==> src/rtl/arrayadd_ctrl.sv <==
// arrayadd_ctrl: streams RESULT[i] = A[i] + B[i] over a wrapping index window
// [base, base+len). Reads are issued one per cycle; each sum is written one
// cycle after its read. Optional running-sum output 'total' is built when
// ARRAYADD_CTRL_SUM_EN is defined.
module arrayadd_ctrl #(
    parameter int AW = 8,
    parameter int DW = 32
) (
    input  logic          clk,
    input  logic          rst,
    input  logic          start,
    input  logic [AW-1:0] base,
    input  logic [AW:0]   len,
    input  logic          abort,
    output logic          rd_en,
    output logic [AW-1:0] rd_addr,
    input  logic [DW-1:0] a_data,
    input  logic [DW-1:0] b_data,
    output logic          wr_en,
    output logic [AW-1:0] wr_addr,
    output logic [DW-1:0] wr_data,
    output logic          busy,
    output logic          done,
    output logic          carry
`ifdef ARRAYADD_CTRL_SUM_EN
    ,
    output logic [DW-1:0] total
`endif
);

    typedef enum logic [1:0] {S_IDLE, S_READ, S_DRAIN, S_DONE} state_t;

    state_t        r_state, w_next;
    logic [AW-1:0] r_base;
    logic [AW:0]   r_len;
    logic [AW:0]   r_cnt;
    logic          r_wr_pend;
    logic [AW-1:0] r_wr_addr;
    logic          r_carry;

    logic          w_accept;
    logic [AW:0]   w_cnt_nxt;
    logic [DW:0]   w_sum;
    logic          w_wr_fire;

    assign w_accept  = (r_state == S_IDLE) && start;
    assign w_cnt_nxt = r_cnt + 1'b1;
    assign w_sum     = {1'b0, a_data} + {1'b0, b_data};
    // abort squashes the write that would land in the aborting cycle
    assign w_wr_fire = r_wr_pend && !abort;

    assign rd_en   = (r_state == S_READ);
    assign rd_addr = r_base + r_cnt[AW-1:0];
    assign wr_en   = w_wr_fire;
    assign wr_addr = r_wr_addr;
    assign wr_data = w_wr_fire ? w_sum[DW-1:0] : '0;
    assign busy    = (r_state != S_IDLE);
    assign done    = (r_state == S_DONE);
    assign carry   = r_carry;

    // State register
    always_ff @(posedge clk or posedge rst) begin
        if (rst) r_state <= S_IDLE;
        else     r_state <= w_next;
    end

    // Next-state decode; start beats abort in IDLE, abort exits READ/DRAIN
    always_comb begin
        w_next = r_state;
        case (r_state)
            S_IDLE:  if (start) w_next = (len == '0) ? S_DONE : S_READ;
            S_READ:  if (abort) w_next = S_IDLE;
                     else if (w_cnt_nxt == r_len) w_next = S_DRAIN;
            S_DRAIN: w_next = abort ? S_IDLE : S_DONE;
            S_DONE:  w_next = S_IDLE;
            default: w_next = S_IDLE;
        endcase
    end

    // Job capture, read counter, one-cycle write pipeline and sticky carry
    always_ff @(posedge clk or posedge rst) begin
        if (rst) begin
            r_base    <= '0;
            r_len     <= '0;
            r_cnt     <= '0;
            r_wr_pend <= 1'b0;
            r_wr_addr <= '0;
            r_carry   <= 1'b0;
        end else begin
            if (w_accept) begin
                r_base <= base;
                r_len  <= len;
                r_cnt  <= '0;
            end else if (rd_en) begin
                r_cnt  <= w_cnt_nxt;
            end
            r_wr_pend <= rd_en && !abort;
            if (rd_en) r_wr_addr <= rd_addr;
            if (w_accept)                    r_carry <= 1'b0;
            else if (w_wr_fire && w_sum[DW]) r_carry <= 1'b1;
        end
    end

`ifdef ARRAYADD_CTRL_SUM_EN
    logic [DW-1:0] r_total;
    assign total = r_total;

    // Running sum of every write of the current job, wraps at 2^DW
    always_ff @(posedge clk or posedge rst) begin
        if (rst)            r_total <= '0;
        else if (w_accept)  r_total <= '0;
        else if (w_wr_fire) r_total <= r_total + w_sum[DW-1:0];
    end
`endif

endmodule

==> config.mk <==
export PLATFORM = sky130hd
export DESIGN_NAME = arrayadd_ctrl
export DESIGN_NICKNAME = d
export VERILOG_FILES = /design/src/rtl/arrayadd_ctrl.sv
export SDC_FILE = /design/constraint.sdc
export NUM_CORES = 1
export LEC_CHECK = 0
export ABC_CLOCK_PERIOD_IN_PS = 4300
export CORE_MARGIN = 4
export CORE_UTILIZATION = 50
export DETAILED_ROUTE_END_ITERATION = 7
export PLACE_DENSITY_LB_ADDON = 0.3
export SLEW_MARGIN = 20
export SYNTH_ARGS = -nofsm -noshare
export SYNTH_HDL_FRONTEND = slang
export SYNTH_SLANG_ARGS = --single-unit
==> constraint.sdc <==
create_clock -name clk -period 4.3 [get_ports clk]
set_input_delay 0.43 -clock clk [delete_from_list [all_inputs] [get_ports clk]]
set_output_delay 0.43 -clock clk [all_outputs]
set_load 0.01 [all_outputs]
==> results_dict.tcl <==
set metrics [dict create \
    finalSetupViolCount 0 \
    peakVddDrop_uv 459.4 \
    final_cell_area_um2 5490 \
    yosys-top-cells-area "dfrtp_1 24%, ha_1 13%, a21oi_1 6.2%" \
    power_mw 2.390 \
    p_int_mw 1.426 \
    drive_above_1_share_pct 5.723 \
    clk_latency_ns 0.29 \
    fmax_mhz 246.6 \
    row_count 32 \
    start_util_pct 51.36 \
    syn-num-nets 623 \
    crit_arrival_ns 3.62 \
    grt-busiest-layer "met2" \
    die_w_um 97.10 \
    vias_per_cell 5.706 \
    drc 0 \
    grt_antenna_before_repair 0 \
    power_frac_seq_pct 26.2 \
    avgSynthCellArea_um2 8.002 \
    synth.most_common_cell "nor2_1" \
    synth-seq-cells 38 \
    critical_path_class "input pin to output port" \
    slew_viol_final 0 \
    grt_pass1_wl_um 19040 \
    synth_top_flop_cell "dfrtp_1" \
    switching_power_mw 0.9633 \
    powerDensity_nw_per_um2 435.3 \
    cts_buffers 5 \
    dieHeight_um 97.10 \
    ys_types 59 \
    io_buffers 137 \
    num-nets-final 756 \
    sw_frac_of_total_pct 40.31 \
    cts.path.max_buffers 2 \
    postSynthCellCount 496 \
    syn_area_um2 3969 \
    worst_pin_slew_ns 0.6267 \
    min_period_ns 4.055 \
    dpl_cell_area_um2 5414 \
    p_clk_share_pct 9.4 \
    num-fill-cells 645 \
    first_iter_violations 232 \
    grtUsageMet3_pct 3.446 \
    clk_pin_slew_ns 0.06 \
    multi_input_area_um2 2863 \
    ys_async_sr_fraction_pct 100.0 \
    core_area_um2 7727 \
    cts_resized 0 \
    ios 138 \
    cts_root_buffer "clkbuf_8" \
    cts_htree_levels 2 \
    dr.pass1.iters 6 \
    dp_hpwl_um 9543 \
    grt_use_met2_pct 43.95 \
    wirelength_um 11570 \
    antennaDiodeCount 0 \
    die_area_um2 9427 \
    finClkSkew_ns 0.006710 \
    leakage_nw 2.269 \
    synth_edf_count 0 \
    hold_viol 0 \
    yosys.area.top_type "dfrtp_1" \
    period_share_pct 94.30 \
    drv_cap 0 \
    ys_seq_area_share_pct 23.96 \
    cts_tree "yes" \
    grt-ovfl-total 0 \
    worst_setup_path_start_kind "input pin" \
    synth_commonest_cells "56 x nor2_1, 53 x nand2_1, 49 x a21oi_1, 40 x ha_1, 38 x dfrtp_1" \
    wl_per_cell_um 15.83 \
    rsz0062_at_grt "false" \
    critPathCaptureType "output port" \
    grt_max_degree 39 \
    synth.yosys.warnings 0 \
    ff_latch_area_um2 950.9 \
    slew_headroom_pct 58.18 \
    post-route-util_pct 71.05 \
    postRouteAntennaNets 0 \
    vias 4171 \
    yosys.area.top_type_share_pct 23.96 \
    cp_max_fo 3 \
    track_usage_pct 23.54 \
    grt_pass1_vias 4104 \
    p_comb_share_pct 64.4 \
    grtUsageMet1_pct 28.06 \
    numClockSinks 38 \
    critPathRequiredTime_ns 3.87 \
    min_path_type "flip-flop to flip-flop" \
    area_growth_pct 38.34 \
    routabilityCongestion 0.9328 \
    tns_ns 0 \
    status "complete, no violations" \
    hold_buffers 0 \
    post_cts_buffers 0 \
]
-- through the flow --
step	worst slack (ns)	std cells	hold WS (ns)
6_report	0.2451	731	0.4740
5_1_grt	0.02571	731	0.4879
4_1_cts	0.2753	731	0.4797
3_5_place_dp	0.2879	724	0.4626
3_3_place_gp	0.3296	724	0.4618
2_1_floorplan	1.478	496	0.4564
-- final cells by class --
type / instances / share of cell area [%]
Clock buffer: 7 / 1.390
Timing Repair Buffer: 142 / 25.66
Tap cell: 102 / 2.325
Inverter: 17 / 1.162
Multi-Input combinational cell: 425 / 52.14
Sequential cell: 38 / 17.32
-- power by group through the flow --
stage / sequential (mW) / combinational, mW / clock, mW
2_1_floorplan: 0.623 / 0.923 / 0
3_3_place_gp: 0.626 / 1.50 / 0
3_5_place_dp: 0.634 / 1.54 / 0
4_1_cts: 0.628 / 1.55 / 0.230
5_1_grt: 0.649 / 1.68 / 0.243
6_report: 0.627 / 1.54 / 0.224
-- cells by family after synthesis --
kind of cell / Yosys count / synth area share [%]
simple gates: 176 / 20.78
compound gates: 144 / 22.60
xor+xnor: 44 / 9.710
fa+ha+maj: 42 / 13.62
flops: 38 / 23.96
buf+inv: 33 / 3.972
mux: 19 / 5.359
-- cells in the final DEF (no fill, tap or decap), drive strengths merged, types with 16 or more instances in the layout --
cell / synthesis / final
xnor2: 28 / 28
o21ai: 36 / 36
mux2: 18 / 18
nand2: 54 / 54
xor2: 16 / 16
ha: 40 / 40
inv: 16 / 16
nor2: 56 / 56
dfrtp: 38 / 38
clkdlybuf4s50: 0 / 137
nand3: 16 / 16
a21oi: 49 / 49
-- path summary, 6_finish.rpt --
kind / startpoint / to / slack [ns] / cells past startpoint
setup / recovery: b_data[0] / wr_data[30] / 0.25 / 12
hold / removal: wr_addr[5]$_DFFE_PP0P_ / wr_addr[5]$_DFFE_PP0P_ / 0.47 / 2
setup reg to reg: r_cnt[0]$_DFFE_PP0P_ / r_state[0]$_DFFE_PP0P_ / 2.00 / 7
hold reg to reg: wr_addr[5]$_DFFE_PP0P_ / wr_addr[5]$_DFFE_PP0P_ / 0.47 / 2
max in group asynchronous: rst / r_base[7]$_DFFE_PP0P_ / 3.40 / 3
min in group asynchronous: rst / wr_addr[1]$_DFFE_PP0P_ / 0.57 / 3
-- sequential cells by signal, summed over array words and instances (netlist names) --
register,flops
r_state,2
r_len,9
r_base,8
r_wr_pend,1
r_cnt,9
wr_addr,8
carry,1
-- worst max-delay path, cell delays in order --
cell and delay (ns):
clkdlybuf4s50_1 0.46, ha_1 0.20, inv_1 0.06, fa_1 0.37, nand2b_1 0.19, a21o_1 0.20, a21oi_1 0.25, a21oi_1 0.18
o41ai_2 0.41, a21oi_1 0.14, mux2i_1 0.17, clkdlybuf4s50_1 0.56
-- routing by layer --
metal	vias to the layer above	routed length, um
li1	2044	-
met1	1931	4714
met2	172	5896
met3	24	716
met4	0	242
met5	-	0
Power figures use the tool's default switching activity.
